File: config.mk
export PLATFORM = sky130hd
export DESIGN_NAME = clk_divider_multi
export DESIGN_NICKNAME = d
export VERILOG_FILES = /design/src/rtl/clk_divider_multi.sv
export SDC_FILE = /design/constraint.sdc
export NUM_CORES = 1
export LEC_CHECK = 0
export ABC_AREA = 1
export CAP_MARGIN = 20
export CORE_MARGIN = 3
export CORE_UTILIZATION = 57
export CTS_CLUSTER_SIZE = 16
export DETAILED_ROUTE_END_ITERATION = 7
export GPL_TIMING_DRIVEN = 1
export PLACE_DENSITY = 0.76
export SKIP_CTS_REPAIR_TIMING = 1
export SLEW_MARGIN = 5
export SYNTH_ARGS = -nofsm -noshare
export SYNTH_HDL_FRONTEND = slang
export SYNTH_SLANG_ARGS = --single-unit
File: constraint.sdc
create_clock -name i_sys_clk -period 1.9 [get_ports i_sys_clk]
set_input_delay 0.38 -clock i_sys_clk [delete_from_list [all_inputs] [get_ports i_sys_clk]]
set_output_delay 0.38 -clock i_sys_clk [all_outputs]
set_load 0.02 [all_outputs]
File: src/rtl/clk_divider_multi.sv
// Multi-channel programmable integer clock divider.
// Each channel emits a one-cycle tick every D enabled cycles and a 50% square wave of period 2*D.
module clk_divider_multi #(
  parameter int unsigned CHANNELS  = 4,
  parameter int unsigned DIV_W     = 16,
  parameter int unsigned RESET_DIV = 0
) (
  input  logic                        i_sys_clk,
  input  logic                        i_sys_rst,
  input  logic [$clog2(CHANNELS)-1:0] i_ch_sel,
  input  logic [DIV_W-1:0]            i_div_value,
  input  logic                        i_div_load,
  input  logic [CHANNELS-1:0]         i_ch_enable,
  output logic [CHANNELS-1:0]         o_tick,
  output logic [CHANNELS-1:0]         o_block_clk,
  output logic [CHANNELS-1:0]         o_div_pending
);

  localparam int unsigned SEL_W = $clog2(CHANNELS);

  for (genvar g = 0; g < CHANNELS; g++) begin : g_ch
    logic [DIV_W-1:0] r_active;
    logic [DIV_W-1:0] r_pend_div;
    logic [DIV_W-1:0] r_cnt;
    logic             r_pending;
    logic             r_tick;
    logic             r_bclk;

    logic [DIV_W-1:0] w_active_nxt;
    logic [DIV_W-1:0] w_pend_div_nxt;
    logic [DIV_W-1:0] w_cnt_nxt;
    logic             w_pending_nxt;
    logic             w_tick_nxt;
    logic             w_bclk_nxt;
    logic             w_load_hit;
    logic             w_running;
    logic             w_tc;

    // A select at or beyond CHANNELS matches no channel, so such loads are dropped.
    assign w_load_hit = i_div_load && (i_ch_sel == SEL_W'(g));
    assign w_running  = i_ch_enable[g] && (r_active != '0);
    assign w_tc       = w_running && (r_cnt == (r_active - DIV_W'(1)));

    always_comb begin
      w_active_nxt   = r_active;
      w_pend_div_nxt = r_pend_div;
      w_cnt_nxt      = r_cnt;
      w_pending_nxt  = r_pending;
      w_tick_nxt     = 1'b0;
      w_bclk_nxt     = r_bclk;

      if (!w_running) begin
        w_cnt_nxt  = '0;
        w_bclk_nxt = 1'b0;
        if (w_load_hit) begin
          w_active_nxt  = i_div_value;
          w_pending_nxt = 1'b0;
        end
      end else if (w_tc) begin
        // Period boundary: a same-cycle load beats an older pending value.
        w_cnt_nxt     = '0;
        w_tick_nxt    = 1'b1;
        w_bclk_nxt    = ~r_bclk;
        w_pending_nxt = 1'b0;
        if (w_load_hit) begin
          w_active_nxt = i_div_value;
        end else if (r_pending) begin
          w_active_nxt = r_pend_div;
        end
      end else begin
        w_cnt_nxt = r_cnt + DIV_W'(1);
        if (w_load_hit) begin
          w_pend_div_nxt = i_div_value;
          w_pending_nxt  = 1'b1;
        end
      end
    end

    always_ff @(posedge i_sys_clk) begin
      if (i_sys_rst) begin
        r_active   <= DIV_W'(RESET_DIV);
        r_pend_div <= '0;
        r_cnt      <= '0;
        r_pending  <= 1'b0;
        r_tick     <= 1'b0;
        r_bclk     <= 1'b0;
      end else begin
        r_active   <= w_active_nxt;
        r_pend_div <= w_pend_div_nxt;
        r_cnt      <= w_cnt_nxt;
        r_pending  <= w_pending_nxt;
        r_tick     <= w_tick_nxt;
        r_bclk     <= w_bclk_nxt;
      end
    end

    assign o_tick[g]        = r_tick;
    assign o_block_clk[g]   = r_bclk;
    assign o_div_pending[g] = r_pending;
  end

endmodule

; ---- After elaboration in Yosys (flattened, before gate mapping)
; Index checks and enable logic that the tools add are counted.
[word_totals]
register_bits = 204
in_bits = 25
output_inout_bits = 12
word_cells = 144
[classes]
n_addsub = 8
eq_ne = 15
muxes = 40
n_bitwise = 12
reduce_logical = 45
[ops]
columns = operator, count
row1 = $mux 16, 20
row2 = $add 16x1->16 const B, 4
row3 = $eq 16x16->1, 4
row4 = $reduce_bool 16->1, 4
row5 = $sub 16x1->16 const B, 4
row6 = $reduce_and 3->1, 8
row7 = $mux 1, 20
row8 = $reduce_bool 2->1, 8
row9 = $logic_and 1x1->1, 12
row10 = $ne 3x3->1 const B, 4
row11 = $not 1->1, 12
row12 = $reduce_or 3->1, 4
row13 = $ne 2x1->1 const B, 4
row14 = $reduce_and 2->1, 4
row15 = $reduce_or 2->1, 4
row16 = $eq 2x2->1 const B, 2
row17 = $eq 2x1->1 const B, 1
row18 = $logic_not 2->1, 1

; ---- Logic depth before layout (Yosys ltp)
[depth]
word_depth = 5
depth_mapped = 17
mapped_depth_nobuf = 16

; ---- Least setup slack after synthesis
; OpenSTA, ideal clock, no wires.
[synth_timing]
kind = reg-to-reg
start = register g_ch[2].r_active[0]
end = register g_ch[2].r_active[2]
setup_ns = 0.115
t_arrival_ns = 1.959
t_required_ns = 1.785
path_slack_ns = -0.174
stages_incl_launch_ff = 14
path_buffers = 1
synth_period_minus_slack_ns = 2.074
path_cell_list = dfxtp_1 inv_1 ha_1 nand2_1 inv_1 nor3_1 nand3_1 nor3_2 nand2_4 nand2_4 buf_4 nand3_1 nand2_1 nor2_1
[synth_between]
elab_chain_cells = 5
word_cells_on_any_way = 10
cone_classes = add/sub (1) / eq/ne (3) / mux (1) / reduce/logical (5)
[synth_rtl]
columns = item, line_no
row1 = start: declaration, 22  ; logic [DIV_W-1:0] r_active;
row2 = start signal: assignment, 81  ; r_active <= DIV_W'(RESET_DIV);
row3 = start signal: assignment, 88  ; r_active <= w_active_nxt;
row4 = $sub 16x1->16 or $reduce_bool 16->1 (tied branches), "42, 41"
row5 = $eq 16x16->1 or $logic_and 1x1->1 (tied branches), "42, 41"
row6 = $logic_and 1x1->1, 42  ; assign w_tc = w_running && (r_cnt == (r_active - DIV_W'(1)));
row7 = $ne 3x3->1 (no source line) or $ne 2x1->1 (tied branches), --
row8 = $reduce_and 3->1 (no source line), --
; Several ways; a longest one is shown, not always the timed one.
; A chain may end at the register's enable or synchronous reset.

; ---- Worst setup path after layout
[layout_timing]
start = register g_ch[1].r_active[0]
end = register g_ch[1].r_active[10]
[layout_between]
elab_chain_cells = 5
word_cells_on_any_way = 10
cone_classes = add/sub (1) / eq/ne (3) / mux (1) / reduce/logical (5)
[layout_rtl]
columns = item, line_no
row1 = start: declaration, 22
row2 = start signal: assignment, 81
row3 = start signal: assignment, 88
row4 = $sub 16x1->16 or $reduce_bool 16->1 (tied branches), "42, 41"
row5 = $eq 16x16->1 or $logic_and 1x1->1 (tied branches), "42, 41"
row6 = $logic_and 1x1->1, 42
row7 = $ne 3x3->1 (no source line) or $ne 2x1->1 (tied branches), --
row8 = $reduce_and 3->1 (no source line), --
; Several ways; a longest one is shown, not always the timed one.

==> impl.org <==
** Timing
- Clock Skew :: between 0.01 and 0.015 ns
- Setup Viol. Count Final :: around 200
- Post-layout worst setup margin :: -0.369 ns
- Unrepaired setup endpoints after global routing :: yes
- Period Utilization, post-route :: 119%
- The smallest clock period supported by the final layout is computed as 2.27 ns.
- The worst pin sits at a relative slew slack of roughly two thirds.
- For the pin with the worst max-slew slack, the measured transition is about 0.47 ns.
- Top achievable clock speed :: ~0.44 GHz
- The count of final hold-check violations came to 0.
- Summed over all failing endpoints, the final setup total negative slack is -39.82 ns.
- The number of max-slew violations in the final report came to 0.

** Synth
- Number of different library cells in the post-synthesis netlist :: 43
- Synth Area per Inst :: a little over 6 sq um
- Summed over all instances, the cell type with the most area after synthesis is sky130_fd_sc_hd__dfxtp_1.
- Yosys attributes the largest share of cell area to sky130_fd_sc_hd__dfxtp_1 33%, sky130_fd_sc_hd__nand2_1 16%, sky130_fd_sc_hd__nor2_1 11%.
- Counting every net in the synthesized netlist gives 2054.
- Number of cells produced by synthesis :: 2021
- #FFs+latches synth :: approximately 200
- The mapped netlist covers around 0.012 sq mm.
- During synthesis, Yosys emitted a total of 0 warnings.
- Post-synth top area share :: 32.8%
- Sequential elements use between 30% and 40% of the synthesized area.

** Clock tree
- CTS built an H-tree with a depth of 1.
- The longest clock path from root to sink contains 3 buffers.
- Buffer cell driving the clock tree root :: sky130_fd_sc_hd__clkbuf_16
- Clock-pin slew of the registers on the worst-case setup and hold paths :: about 0.06 ns
- The later pin in the worst-skew pair is clocked with a latency of 0.53 ns.
- Clock tree from TritonCTS :: done
- Total clock sinks :: 204
- Cts bufs inserted :: 24

** Drt
- In the routed design, unresolved DRC markers number 0.
- Wire length per cell :: ~16 um
- Summed over all layers, the routed wires come to between 30000 and 40000 um.
- The first routing iteration left ~1300 violations.
- Post-detailed-route via-to-cell ratio :: between 5 and 6
- The detailed router placed about 14000 vias in this run.
- Antenna Nets Post-Route :: 0
- For this run, the detailed router's first-pass iteration total came to 6.

** Cells and area
- Relative to the synthesized area, the layout overhead comes to 38.4%.
- Post-route cell area :: between 0.015 and 0.02 sq mm
- The final layout contains about 2300 nets.
- Footprint of the flip-flops and latches :: 0.00412 sq mm
- Layout filler cell count :: ~1300
- For this run, the number of standard cells in the final layout without fillers is around 2500.
- The post-route netlist has roughly 27% of its cells at a drive strength greater than 1.
- Area occupied by multi-input gates :: ~0.008 sq mm

** Global routing
- After global routing the overflow that remains totals 0.
- Across every metal layer, demand over resource in global routing totals around a quarter.
- Via count of the first global-routing pass :: 11900
- Largest net degree at the start of global routing :: between 70 and 80
- Global-route wire length before repair :: about 54000 um
- Antenna violations before repair :: 1

** Place
- The congestion estimate from routability-driven global placement came to around 0.92.
- Input and output buffers added on the ports amount to 36.
- Detailed placement ended at an HPWL of about 23000 um.
- Summing all placed instances gives a cell area of about 0.014 sq mm.
- The number of placed instances, taps included, is about 2400.

** Pwr
- Portion of total power attributed to combinational logic :: between 30% and 40%
- Clock share of power :: between 30 and 40%
- In this run switching power makes up between 30% and 40% of total power.
- Power density over the cells :: approximately 870 mW/mm^2
- The internal portion of the total power is around 9.8 mW.
- In this run the power spent charging and discharging nets is around 5.2 mW.
- Overall power consumption after layout is estimated at 15.0 mW.
- VDD sags by at most 0.828 mV.
- Summed over all cells, the static leakage comes to 7.94 nW.
- Share of power burned in registers :: a little under a third

** Run status
- Failing checks :: setup timing
- The run finished, with violations left.

** Job
- MaxCap Viol Count :: 0

** Setup path
- Data arrives at the worst endpoint at ~2.7 ns.
- Crit Path Class :: reg2reg
- Critical-path maximum fanout :: 8
- STA classifies the critical path endpoint as a register.
- Required time reported for the critical path endpoint :: 2.35 ns
- STA classifies the critical path startpoint as a register.

** Floorplan
- The initialized floorplan defines between 50 and 60 standard-cell rows.
- Die boundary height :: roughly 150 um
- 37 I/O pins were placed.
- The total area inside the core boundary comes to ~0.021 sq mm.
- The die covers 0.0237 sq mm.
- Initial core utilization :: about three fifths
- X dimension of the die :: 154 um

** Min path
- The tightest min-delay check is of the reg2reg type.
## synthesized netlist by cell type (all sizes together)
master	instances
nand2	543
nor2	373
inv	303
dfxtp	204
nand3	147
a21oi	81
o21ai	79
buf	58
xor2	56
nand4	31
nor3	31
xnor2	31
clkbuf	23
nand3b	11
or2	10
ha	8
nor3b	8
o21bai	5
and3	4
nor4	4
a31oi	3
and2	2
a21o	1
clkinv	1
mux2i	1
nand2b	1
o211ai	1
or3	1
## routing by layer
metal	global-route usage, %	share of wire (%)	up-vias
li1	-	-	6653
met1	35.9	40	6383
met2	45.9	48	627
met3	3.35	8.1	159
met4	6.43	3.9	0
met5	0	0	-
## critical path, stage by stage, from the launching register on
cell	delay [ns]
sky130_fd_sc_hd__dfxtp_2	0.34
sky130_fd_sc_hd__inv_4	0.07
sky130_fd_sc_hd__ha_4	0.16
sky130_fd_sc_hd__nand2_4	0.07
sky130_fd_sc_hd__nor2_4	0.23
sky130_fd_sc_hd__nand3_2	0.11
sky130_fd_sc_hd__nand2_1	0.11
sky130_fd_sc_hd__nand3_1	0.11
sky130_fd_sc_hd__nor2_1	0.15
sky130_fd_sc_hd__nand2_1	0.12
sky130_fd_sc_hd__o21ai_4	0.23
sky130_fd_sc_hd__buf_6	0.17
sky130_fd_sc_hd__buf_8	0.14
sky130_fd_sc_hd__a21oi_2	0.06
sky130_fd_sc_hd__nor2_1	0.12
## cell usage in the layout, fill, tap and decap left out, types with 6 or more instances in the layout
| cell | count |
|---|---|
| sky130_fd_sc_hd__nand3b_1 | 11 |
| sky130_fd_sc_hd__buf_6 | 24 |
| sky130_fd_sc_hd__nand2_4 | 14 |
| sky130_fd_sc_hd__nor2_4 | 34 |
| sky130_fd_sc_hd__clkbuf_16 | 38 |
| sky130_fd_sc_hd__nor3_2 | 10 |
| sky130_fd_sc_hd__inv_2 | 10 |
| sky130_fd_sc_hd__a21oi_1 | 67 |
| sky130_fd_sc_hd__buf_12 | 19 |
| sky130_fd_sc_hd__dfxtp_1 | 184 |
| sky130_fd_sc_hd__o21ai_1 | 15 |
| sky130_fd_sc_hd__o21ai_0 | 60 |
| sky130_fd_sc_hd__dfxtp_2 | 17 |
| sky130_fd_sc_hd__nand2_2 | 67 |
| sky130_fd_sc_hd__inv_1 | 287 |
| sky130_fd_sc_hd__xnor2_1 | 28 |
| sky130_fd_sc_hd__or2_2 | 7 |
| sky130_fd_sc_hd__nor2_1 | 285 |
| sky130_fd_sc_hd__xor2_1 | 55 |
| sky130_fd_sc_hd__buf_4 | 174 |
| sky130_fd_sc_hd__nand4_1 | 31 |
| sky130_fd_sc_hd__nand3_4 | 14 |
| sky130_fd_sc_hd__clkinv_2 | 6 |
| sky130_fd_sc_hd__clkdlybuf4s50_1 | 36 |
| sky130_fd_sc_hd__nor3_1 | 17 |
| sky130_fd_sc_hd__a21oi_2 | 13 |
| sky130_fd_sc_hd__nand2_1 | 458 |
| sky130_fd_sc_hd__nor2_2 | 54 |
| sky130_fd_sc_hd__nand3_1 | 76 |
| sky130_fd_sc_hd__nand3_2 | 59 |
## flip-flops by register name, indices dropped and copies added (netlist names)
register,flops
g_ch.r_active,64
g_ch.r_pending,4
g_ch.r_pend_div,64
g_ch.r_tick,4
g_ch.r_bclk,4
g_ch.r_cnt,64
## cell type report
cell class | count | share of cell area, %
clock inverter | 13 | 1.14
clock buffer | 31 | 3.87
multi-input combinational | 1435 | 46.9
antenna | 1 | 0.0145
sequential | 204 | 23.9
inverter | 304 | 6.73
tap | 275 | 2.00
timing repair buffer | 268 | 15.5
## kinds of logic after synthesis
group,count (synthesis),share of synthesized area [%]
adder cells (fa/ha/maj),8,0.803
buffers and inverters,385,13.1
AND/OR/NAND/NOR,1166,40.0
flip-flops,204,32.8
multiplexers,1,0.0803
AO/OA/AOI/OAI,170,7.12
XOR/XNOR,87,6.11
## per-stage QoR
| step | worst slack, ns | hold slack, ns | util, % |
|---|---|---|---|
| floorplan | -0.00870 | 0.440 | - |
| global placement | -0.196 | 0.452 | 68.3 |
| detailed placement | -0.276 | 0.464 | 68.3 |
| CTS | -0.276 | 0.476 | 72.4 |
| global route | -0.538 | 0.466 | 81.3 |
| finish | -0.369 | 0.454 | 81.3 |
## power by group through the flow
stage                     registers, mW  logic, mW  clock network, mW
after global routing               4.70       5.66               5.31
final                              4.68       5.22               5.10
after CTS                          4.64       3.97               5.12
after floorplan                    4.70       2.60                  0
after global placement             4.72       3.83                  0
after detailed placement           4.73       3.93                  0
## worst paths after layout
path | slack (ns) | startpoint | end | cells after the start
max | -0.37 | g_ch[1].r_active[0] | g_ch[1].r_active[10] | 14
min | 0.45 | g_ch[1].r_cnt[0] | g_ch[1].r_cnt[0] | 1
max reg2reg | -0.37 | g_ch[1].r_active[0] | g_ch[1].r_active[10] | 14
min reg2reg | 0.45 | g_ch[1].r_cnt[0] | g_ch[1].r_cnt[0] | 1
No activity file was read; power rests on OpenSTA's default activity.
